**src/rtl/fetch_unit_pkg.sv**
```systemverilog
// fetch_unit_pkg: shared vectors, NOP word and fetch FSM encoding
package fetch_unit_pkg;
  localparam logic [31:0] RESET_VEC = 32'h8000_0000;
  localparam logic [31:0] IRQ_VEC   = 32'h8000_0004;
  localparam logic [31:0] EXC_VEC   = 32'h8000_0008;
  localparam logic [31:0] NOP       = 32'h0000_0000;
  typedef enum logic [1:0] {FETCH = 2'd0, DISCARD = 2'd1, HOLD = 2'd2} state_t;
endpackage

```
**src/rtl/fetch_unit_next_pc_sel.sv**
```systemverilog
// next_pc_sel: prioritised redirect target selection and sequential PC
module next_pc_sel
  import fetch_unit_pkg::*;
(
  input  logic [31:0] pc,
  input  logic        exc,
  input  logic        irq,
  input  logic        jr,
  input  logic        j,
  input  logic        z,
  input  logic [31:0] branch_target,
  input  logic [31:0] jump_target,
  input  logic [31:0] jr_target,
  output logic        redirect,
  output logic [31:0] target,
  output logic [31:0] seq_pc
);
  logic        irq_ok;
  logic [31:0] raw;
  always_comb begin
    irq_ok   = irq & ~pc[31];
    redirect = exc | irq_ok | jr | j | z;
    raw      = exc ? EXC_VEC : irq_ok ? IRQ_VEC : jr ? jr_target : j ? jump_target : branch_target;
    target   = raw & ~32'h3;
    seq_pc   = pc + 32'd4;
  end
endmodule

```
**src/rtl/fetch_unit.sv**
```systemverilog
// fetch_unit: instruction fetch with stall buffer and dead-path response discard
module fetch_unit
  import fetch_unit_pkg::*;
(
  input  logic        clk,
  input  logic        rst,
  input  logic        PC_IF_ID_Write,
  input  logic        Z,
  input  logic        J,
  input  logic        JR,
  input  logic [31:0] branch_target,
  input  logic [31:0] jump_target,
  input  logic [31:0] jr_target,
  input  logic        exc,
  input  logic        irq,
  output logic        imem_req,
  output logic [31:0] imem_addr,
  input  logic        imem_ack,
  input  logic [31:0] imem_rdata,
  output logic [63:0] IF_ID
);
  state_t      state, state_nx;
  logic [31:0] pc, word_buf, dead_addr, target, seq_pc;
  logic        redirect_raw, redirect;
  next_pc_sel u_sel (
    .pc(pc), .exc(exc), .irq(irq), .jr(JR), .j(J), .z(Z),
    .branch_target(branch_target), .jump_target(jump_target), .jr_target(jr_target),
    .redirect(redirect_raw), .target(target), .seq_pc(seq_pc)
  );
  assign redirect = PC_IF_ID_Write & redirect_raw;
  always_ff @(posedge clk)
    if (rst) state <= FETCH;
    else state <= state_nx;
  always_comb begin
    state_nx = state;
    if (state == FETCH)
      state_nx = redirect ? (imem_ack ? FETCH : DISCARD) : (!PC_IF_ID_Write && imem_ack) ? HOLD : FETCH;
    else if (state == HOLD)
      state_nx = PC_IF_ID_Write ? FETCH : HOLD;
    else
      state_nx = imem_ack ? FETCH : DISCARD;
  end
  // a dead request keeps its original address on the bus until acked
  always_comb begin
    imem_req  = !rst && state != HOLD;
    imem_addr = rst ? RESET_VEC : state == DISCARD ? dead_addr : pc;
  end
  always_ff @(posedge clk) begin
    if (rst) begin
      pc        <= RESET_VEC;
      IF_ID     <= 64'h0;
      word_buf  <= NOP;
      dead_addr <= RESET_VEC;
    end else if (redirect) begin
      pc    <= target;
      IF_ID <= {target, NOP};
      if (state == FETCH) dead_addr <= pc;
    end else if (PC_IF_ID_Write) begin
      if (state == HOLD || (state == FETCH && imem_ack)) begin
        pc    <= seq_pc;
        IF_ID <= {seq_pc, state == HOLD ? word_buf : imem_rdata};
      end else IF_ID <= {pc, NOP};
    end else if (state == FETCH && imem_ack) word_buf <= imem_rdata;
  end
endmodule

```
**config.mk**
```make
export PLATFORM = sky130hd
export DESIGN_NAME = fetch_unit
export DESIGN_NICKNAME = d
export VERILOG_FILES = /design/src/rtl/fetch_unit_pkg.sv /design/src/rtl/fetch_unit_next_pc_sel.sv /design/src/rtl/fetch_unit.sv
export SDC_FILE = /design/constraint.sdc
export NUM_CORES = 1
export LEC_CHECK = 0
export ABC_CLOCK_PERIOD_IN_PS = 3030
export CAP_MARGIN = 25
export CORE_MARGIN = 10
export CORE_UTILIZATION = 49
export CTS_CLUSTER_SIZE = 24
export DETAILED_ROUTE_END_ITERATION = 16
export PLACE_DENSITY = 0.81
export SYNTH_ARGS = -nofsm -noshare
export SYNTH_HDL_FRONTEND = slang
export SYNTH_SLANG_ARGS = --single-unit
```
**constraint.sdc**
```tcl
create_clock -name clk -period 3.03 [get_ports clk]
set_clock_uncertainty 0.05 [all_clocks]
set_input_delay 0.303 -clock clk [delete_from_list [all_inputs] [get_ports clk]]
set_output_delay 0.303 -clock clk [all_outputs]
set_load 0.02 [all_outputs]
```
==> flow_summary.json, run 1 <==
{
  "ys_ff_latch": 156,
  "finalSetupViolCount": 0,
  "outcome": "finished clean",
  "finalHoldViolCount": 0,
  "synth.avg_cell_area_um2": 7.36,
  "clk_latency_ps": 440,
  "cts_inserted_buffers": 17,
  "antenna_found_initial": 0,
  "clockPowerShare_pct": 40.9,
  "crit_type": "register to output pin",
  "io_buffers": 223,
  "cts_setup_buffers": 0,
  "start_kind": "register",
  "grt_usage_pct": 24.6,
  "n_antenna_cell": 0,
  "tns_ps": 0,
  "swShare_pct": 28.8,
  "cp.arrival_ps": 2480,
  "tritoncts": "done",
  "ys.flop_type": "dfxtp_1",
  "synth_cells": 1163,
  "wl_um": 29800,
  "fin_crit_sh_pct": 93.6,
  "area_growth_pct": 36.0,
  "leakage_uw": 0.00423,
  "die_height_um": 152,
  "cts_max_level": 4,
  "cts_hold_buf": 0,
  "final_util_pct": 67.5,
  "cp_cell_sequence": "nand2b_1 > buf_4 > nand2_1 > a21oi_1 > clkdlybuf4s50_1",
  "grt_pass1_wl_um": 47500,
  "clock.fmax_mhz": 352,
  "grt_pass1_vias": 8877,
  "grt_setup_unrepaired": "no",
  "netlist_area_um2": 8560,
  "p_per_area_nw_per_um2": 452,
  "ys_warn_count": 0,
  "crit_path_end_kind": "output pin",
  "synth_edf_count": 0,
  "tightest_slew_ps": 611,
  "pwr-share-seq_pct": 41.4,
  "cp_max_fo": 20,
  "startpoint": "state[1]",
  "cts_max_path_buffers": 2,
  "max_slew_margin_pct": 58.7,
  "wl_per_cell_um": 18.8,
  "r2r-end": "IF_ID[58]",
  "ys_seq_area_share_pct": 36.5,
  "start_util_pct": 49.6,
  "hold_depth": 2,
  "fin_hold_ws_ps": 221,
  "drive_above_1_share_pct": 9.18,
  "firstDrtPassIters": 6,
  "ios": 234,
  "die_area_um2": 23100,
  "min_period_ps": 2840,
  "place_ws_ps": 376,
  "die_width_um": 152,
  "max_cap_viol_count": 0,
  "final_nets": 1487,
  "crit_required_ps": 2680,
  "regToRegStartpoint": "pc[6]",
  "overflow": 0,
  "vias_per_cell": 5.79,
  "grt_start_max_net_pins": 70,
  "reg2reg_slack_ps": 510,
  "p_int_uw": 3740,
  "dr.first_iter.drc_count": 784,
  "dp_hpwl_um": 21700,
  "placementRows": 48,
  "place.gp.congestion": 0.973,
  "synthDistinctLibCells": 61,
  "fin_ws_ps": 193,
  "hp-class": "input pin to register",
  "cts_root_buffer": "clkbuf_16",
  "nFillCells": 1473,
  "cts.clk_slew.worst_paths_ps": 70,
  "power_switching_uw": 1520,
  "p_comb_share_pct": 17.6,
  "hold_end": "IF_ID[34]",
  "cts.sinks": 156,
  "ff2ff_path_depth": 5,
  "slew_violations": 0,
  "vias": 9187,
  "drcViolationCount": 0,
  "cpPeakStageDelay_ps": 680,
  "drt.antenna.violating_nets": 0,
  "cpMaxStageDelayCell": "clkdlybuf4s50_1",
  "hp-start": "rst",
  "cts-resized-gates": 0,
  "power.total_uw": 5260,
  "coreArea_um2": 17200,
  "synthArstFlopShare_pct": 0,
  "vdd_drop_max_mv": 0.483
}
[state kept, by name (all words and copies together), names as in the netlist]
register,count
state,2
pc,30
IF_ID,62
dead_addr,30
word_buf,32
[worst max path at each step]
stage / cells past startpoint / slack [ps] / endpoint
after floorplan: 8 / 860 / pc[6]
after global placement: 6 / 420 / pc[13]
after detailed placement: 6 / 380 / IF_ID[52]
after CTS: 5 / 200 / imem_addr[21]
after global routing: 5 / 90 / imem_addr[21]
final: 5 / 190 / imem_addr[21]
[synthesized netlist by cell type, drive strengths merged, types with 7 or more instances]
cell,instances,area (um^2)
a211oi,22,165
a21oi,144,721
a221oi,8,70.1
a311oi,17,149
and3,8,50.1
buf,27,138
clkbuf,84,315
dfxtp,156,3120
inv,20,75.1
mux2,21,236
mux2i,64,641
nand2,230,863
nand3,29,145
nand4,15,100
nor2,140,542
nor3,29,150
nor4,11,75.1
o21ai,35,175
o31ai,7,66.3
xnor2,13,114
[power groups by stage]
| stage | sequential [uW] | clock (uW) | combinational, uW |
|---|---|---|---|
| 2_1_floorplan | 2250 | 0 | 459 |
| 3_3_place_gp | 2220 | 0 | 905 |
| 3_5_place_dp | 2220 | 0 | 918 |
| 4_1_cts | 2180 | 2180 | 924 |
| 5_1_grt | 2190 | 2260 | 1000 |
| 6_report | 2180 | 2150 | 928 |
[layout by cell type (no fill, tap or decap), types with 6 or more instances in the layout]
cell type	count
nand3_1	29
a211oi_1	22
nor4_1	10
a21o_1	6
nand2_1	230
a311oi_1	17
mux2i_1	64
nor3_1	27
o31ai_1	6
clkbuf_16	17
mux2_2	21
or3_1	6
o21a_1	6
and3_1	8
a31oi_1	6
clkdlybuf4s50_1	220
nand4_1	14
a221oi_1	8
o21ai_0	35
xnor2_1	13
nor2_1	139
buf_4	50
o31a_1	6
inv_1	20
a21oi_1	144
dfxtp_1	156
[per-layer routing]
| layer | GRT usage (%) | part of all wire [%] | wire length, um | up-vias |
|---|---|---|---|---|
| li1 | - | - | - | 4433 |
| met1 | 28.9 | 40 | 11900 | 4335 |
| met5 | 0 | 0 | 0 | - |
| met4 | 8.44 | 2.7 | 801 | 0 |
| met2 | 42.6 | 50 | 14800 | 359 |
| met3 | 6.21 | 7.6 | 2250 | 60 |
[cells by family (layout without fill, tap and decap cells)]
logic type / after synthesis / after routing / synth area share [%]
adders and majority gates: 1 / 1 / 0.146
buffers and inverters: 132 / 328 / 6.22
AOI/OAI and AO/OA: 285 / 285 / 20.6
other: 1 / 4 / 0.0438
and+or+nand+nor: 490 / 490 / 24.9
DFF: 156 / 156 / 36.5
muxes: 85 / 85 / 10.3
xor gates and xnor gates: 13 / 13 / 1.33
[cell type report]
cell class / count / area, um^2 / area share (%)
repair buffers: 275 / 2650 / 22.7
inverters: 21 / 78.8 / 0.677
flip-flops and latches: 156 / 3120 / 26.8
well taps: 225 / 282 / 2.42
clock inverters: 14 / 146 / 1.26
multi-input cells: 878 / 4920 / 42.3
clock buffers: 18 / 439 / 3.77
[critical path: cells and delay by family (launching register included)]
family	cells	cell delay [ps]
buf+inv	2	950
flops	1	460
compound gates	1	340
simple gates	2	290
[through the flow]
| step | area, um^2 | cells |
|---|---|---|
| floorplan | 8570 | 1166 |
| global placement | 11100 | 1555 |
| detailed placement | 11100 | 1555 |
| CTS | 11600 | 1587 |
| global route | 11600 | 1587 |
| finish | 11600 | 1587 |
No activity file was read; power rests on OpenSTA's default activity.
==> inputs of run 2 (changes only) <==
Settings changed: MAX_ROUTING_LAYER set to met4.
==> flow_summary.json, run 2 (synthesis gave the netlist of run 1 again) <==
{
  "die_height_um": 152,
  "min_period_ps": 2780,
  "cpPeakStageDelay_ps": 680,
  "cts.sinks": 156,
  "regMostFlops": "IF_ID",
  "wl_met2_um": 15200,
  "highest_layer": "met4",
  "p_per_area_nw_per_um2": 445,
  "reg_top3": "IF_ID (62), word_buf (32)",
  "r2r-end": "IF_ID[58]",
  "final_util_pct": 67.6,
  "leakage_uw": 0.00424,
  "drt.antenna.violating_nets": 0,
  "tritoncts": "done",
  "nFillCells": 1459,
  "tns_ps": 0,
  "hold_end": "IF_ID[34]",
  "cts.clk_slew.worst_paths_ps": 70,
  "n_antenna_cell": 0,
  "clock.fmax_mhz": 360,
  "dp_hpwl_um": 22100,
  "regArea_um2": 3120,
  "grt_start_max_net_pins": 64,
  "max_slew_margin_pct": 55.3,
  "cts_max_path_buffers": 2,
  "vias_per_cell": 5.80,
  "start_util_pct": 49.6,
  "drcViolationCount": 0,
  "cts_setup_buffers": 0,
  "cts_hold_buf": 0,
  "overflow": 0,
  "coreArea_um2": 17200,
  "grt_pass1_vias": 8778,
  "hp-start": "rst",
  "final_nets": 1493,
  "start_kind": "register",
  "placementRows": 48,
  "grt_usage_pct": 25.4,
  "dp_cells": 1561,
  "met1_length_um": 12000,
  "crit_path_end_kind": "output pin",
  "area_growth_pct": 36.3,
  "final_common_cell": "nand2_1",
  "wl_per_cell_um": 19.1,
  "hp-class": "input pin to register",
  "reg2reg_slack_ps": 550,
  "firstDrtPassIters": 5,
  "mostFrequentLayoutCells": "nand2_1 (230), clkdlybuf4s50_1 (220), dfxtp_1 (156)",
  "ff2ff_path_depth": 6,
  "power.total_uw": 5190,
  "crit_required_ps": 2680,
  "vias": 9231,
  "hold_depth": 2,
  "dr.first_iter.drc_count": 830,
  "crit_type": "register to output pin",
  "cpMaxStageDelayCell": "clkdlybuf4s50_1",
  "largest_register_ffs": 62,
  "antenna_found_initial": 0,
  "grt_pass1_wl_um": 47500,
  "place.gp.congestion": 0.976,
  "finalSetupViolCount": 0,
  "io_buffers": 223,
  "cts_inserted_buffers": 17,
  "fin_crit_sh_pct": 91.7,
  "worst-path-buf-inv": 2,
  "regToRegStartpoint": "pc[3]",
  "die_area_um2": 23100,
  "path_depth": 5,
  "dr_wl_met3_um": 2480,
  "cts_max_level": 4,
  "max_cap_viol_count": 0,
  "grt_setup_unrepaired": "no",
  "fin_hold_ws_ps": 243,
  "cp.arrival_ps": 2430,
  "cp_cell_sequence": "nand2b_1 > buf_4 > nand2_1 > a21oi_1 > clkdlybuf4s50_1",
  "drive_above_1_share_pct": 9.51,
  "cp_top_family": "buffers and inverters",
  "multiInputGateArea_um2": 4920,
  "vdd_drop_max_mv": 0.433,
  "cts-resized-gates": 0,
  "outcome": "finished clean",
  "slew_violations": 0,
  "tightest_slew_ps": 666,
  "stdcell_count": 1592,
  "cts_root_buffer": "clkbuf_16",
  "clk_latency_ps": 440,
  "ios": 234,
  "die_width_um": 152,
  "finalHoldViolCount": 0,
  "wl_um": 30400,
  "cp_max_fo": 20
}
run 2: cell type report:
| class | count | share of cell area [%] |
|---|---|---|
| multi-input combinational | 878 | 42.2 |
| inverter | 21 | 0.676 |
| clock buffer | 18 | 3.77 |
| sequential | 156 | 26.8 |
| clock inverter | 13 | 1.03 |
| timing repair buffer | 281 | 23.1 |
| tap | 225 | 2.41 |
run 2: per-stage QoR:
step / worst slack, ps / instance area, um^2
global route: 60.0 / 11700
CTS: 274 / 11700
global placement: 322 / 11100
floorplan: 863 / 8570
finish: 251 / 11700
detailed placement: 354 / 11100
run 2: power by group:
part           internal, uW  total [uW]  switching (uW)
Clock                  1100        2070             974
Combinational           436         938             502
Sequential             2120        2180            52.4
run 2: how the worst max path moves through the flow:
stage / endpoint / slack [ps] / from
after detailed placement: IF_ID[34] / 350 / irq
after floorplan: pc[6] / 860 / J
after CTS: imem_addr[21] / 270 / state[1]
after global placement: IF_ID[34] / 320 / irq
final: imem_addr[21] / 250 / state[1]
after global routing: imem_addr[21] / 60 / state[0]
run 2: layer usage:
metal,vias up,track usage [%]
li1,4442,-
met1,4345,29.7
met2,391,41.9
met3,53,6.69
met4,0,8.02
met5,-,-
==> inputs of run 3 (changes only) <==
Settings changed: CORE_UTILIZATION 49 to 45, CTS_BUF_LIST set to sky130_fd_sc_hd__clkbuf_8, PLACE_DENSITY 0.81 to 0.75.
==> flow_summary.json, run 3 (synthesis gave the netlist of run 1 again) <==
{
  "area_growth_pct": 33.2,
  "dr_wl_met3_um": 2000,
  "fin_hold_ws_ps": 193,
  "drt.antenna.violating_nets": 0,
  "final_common_cell": "nand2_1",
  "hold_depth": 3,
  "outcome": "finished clean",
  "wl_um": 29700,
  "fin_crit_sh_pct": 94.8,
  "min_period_ps": 2870,
  "firstDrtPassIters": 5,
  "cts_root_buffer": "clkbuf_8",
  "final_util_pct": 60.9,
  "max_cap_viol_count": 0,
  "largest_register_ffs": 62,
  "finalHoldViolCount": 0,
  "cts_inserted_buffers": 17,
  "highest_layer": "met4",
  "max_slew_margin_pct": 47.4,
  "crit_path_end_kind": "output pin",
  "finalSetupViolCount": 0,
  "leakage_uw": 0.00412,
  "regMostFlops": "IF_ID",
  "vias": 9053,
  "ios": 234,
  "clock.fmax_mhz": 348,
  "crit_required_ps": 2680,
  "worst-path-buf-inv": 2,
  "cp_max_fo": 13,
  "tns_ps": 0,
  "cts_max_path_buffers": 2,
  "vdd_drop_max_mv": 0.281,
  "grt_setup_unrepaired": "no",
  "io_buffers": 223,
  "cts_setup_buffers": 0,
  "cp.arrival_ps": 2520,
  "antenna_found_initial": 0,
  "dr.first_iter.drc_count": 794,
  "cp_cell_sequence": "nand2b_2 > buf_4 > nand2_1 > a21oi_1 > clkdlybuf4s50_1",
  "wl_per_cell_um": 18.7,
  "drive_above_1_share_pct": 9.05,
  "nFillCells": 1691,
  "die_width_um": 158,
  "wl_met2_um": 14800,
  "grt_usage_pct": 23.7,
  "crit_type": "register to output pin",
  "cts.sinks": 156,
  "p_per_area_nw_per_um2": 402,
  "drcViolationCount": 0,
  "tritoncts": "done",
  "start_kind": "register",
  "power.total_uw": 4580,
  "hp-class": "input pin to register",
  "n_antenna_cell": 0,
  "swShare_pct": 31.3,
  "ff2ff_path_depth": 6,
  "final_nets": 1484,
  "start_util_pct": 45.7,
  "placementRows": 50,
  "vias_per_cell": 5.68,
  "reg_top3": "IF_ID (62), word_buf (32)",
  "mostFrequentLayoutCells": "nand2_1 (230), clkdlybuf4s50_1 (220), dfxtp_1 (156)",
  "clockPowerShare_pct": 32.5,
  "clk_latency_ps": 460,
  "path_depth": 5,
  "coreArea_um2": 18700,
  "tightest_slew_ps": 784,
  "cp_top_family": "buffers and inverters",
  "met1_length_um": 12200,
  "place.gp.congestion": 0.935,
  "die_height_um": 158,
  "die_area_um2": 24900,
  "dp_hpwl_um": 21700,
  "grt_pass1_wl_um": 46000,
  "p_comb_share_pct": 20.0,
  "grt_start_max_net_pins": 124,
  "cts_max_level": 4,
  "cts.clk_slew.worst_paths_ps": 90,
  "power_switching_uw": 1430,
  "grt_pass1_vias": 8509,
  "pwr-share-seq_pct": 47.5,
  "slew_violations": 0,
  "p_int_uw": 3150,
  "cpMaxStageDelayCell": "clkdlybuf4s50_1",
  "overflow": 0,
  "cpPeakStageDelay_ps": 650
}
run 3: area by class of cell:
cell class | count | area [um^2] | share of cell area, %
timing repair buffer | 272 | 2610 | 22.9
multi-input combinational | 878 | 4930 | 43.3
clock buffer | 17 | 234 | 2.05
inverter | 21 | 78.8 | 0.692
clock inverter | 15 | 126 | 1.11
tap | 234 | 293 | 2.57
sequential | 156 | 3120 | 27.4
run 3: final timing paths:
kind	slack, ps	startpoint	endpoint
max	160	state[1]	imem_addr[5]
min	190	rst	dead_addr[31]
max reg2reg	570	pc[31]	dead_addr[11]
min reg2reg	410	word_buf[28]	word_buf[28]
run 3: worst reg2reg max path, cell delays in order (launching register included):
cell     delay, ps
dfxtp_1        420
nor2b_1        500
o31ai_4        160
nor3_2         620
buf_4          380
nand2_1        110
a21oi_1        130
run 3: power groups by stage:
stage               Sequential [uW]  Clock [uW]  Combinational (uW)
finish                         2180        1490                 914
global route                   2190        1610                 985
CTS                            2170        1520                 913
detailed placement             2220           0                 909
global placement               2220           0                 899
floorplan                      2250           0                 459
run 3: repair_timing:
| item | CTS | global route |
|---|---|---|
| endpoints found under the setup margin | 0 | 8 |
| gates resized for setup | 0 | 2 |
| hold buffers | 0 | 0 |
run 3: layer usage:
metal  vias to the layer above  track usage [%]
li1                       4422                -
met1                      4268             28.5
met2                       316             38.7
met3                        47             4.94
met4                         0             8.01
met5                         -                -
run 3: stage by stage:
step / instances / area, um^2 / worst slack [ps]
2_1_floorplan: 1166 / 8570 / 863
3_3_place_gp: 1561 / 11000 / 318
3_5_place_dp: 1561 / 11000 / 255
4_1_cts: 1593 / 11400 / 70.1
5_1_grt: 1593 / 11400 / 52.8
6_report: 1593 / 11400 / 157
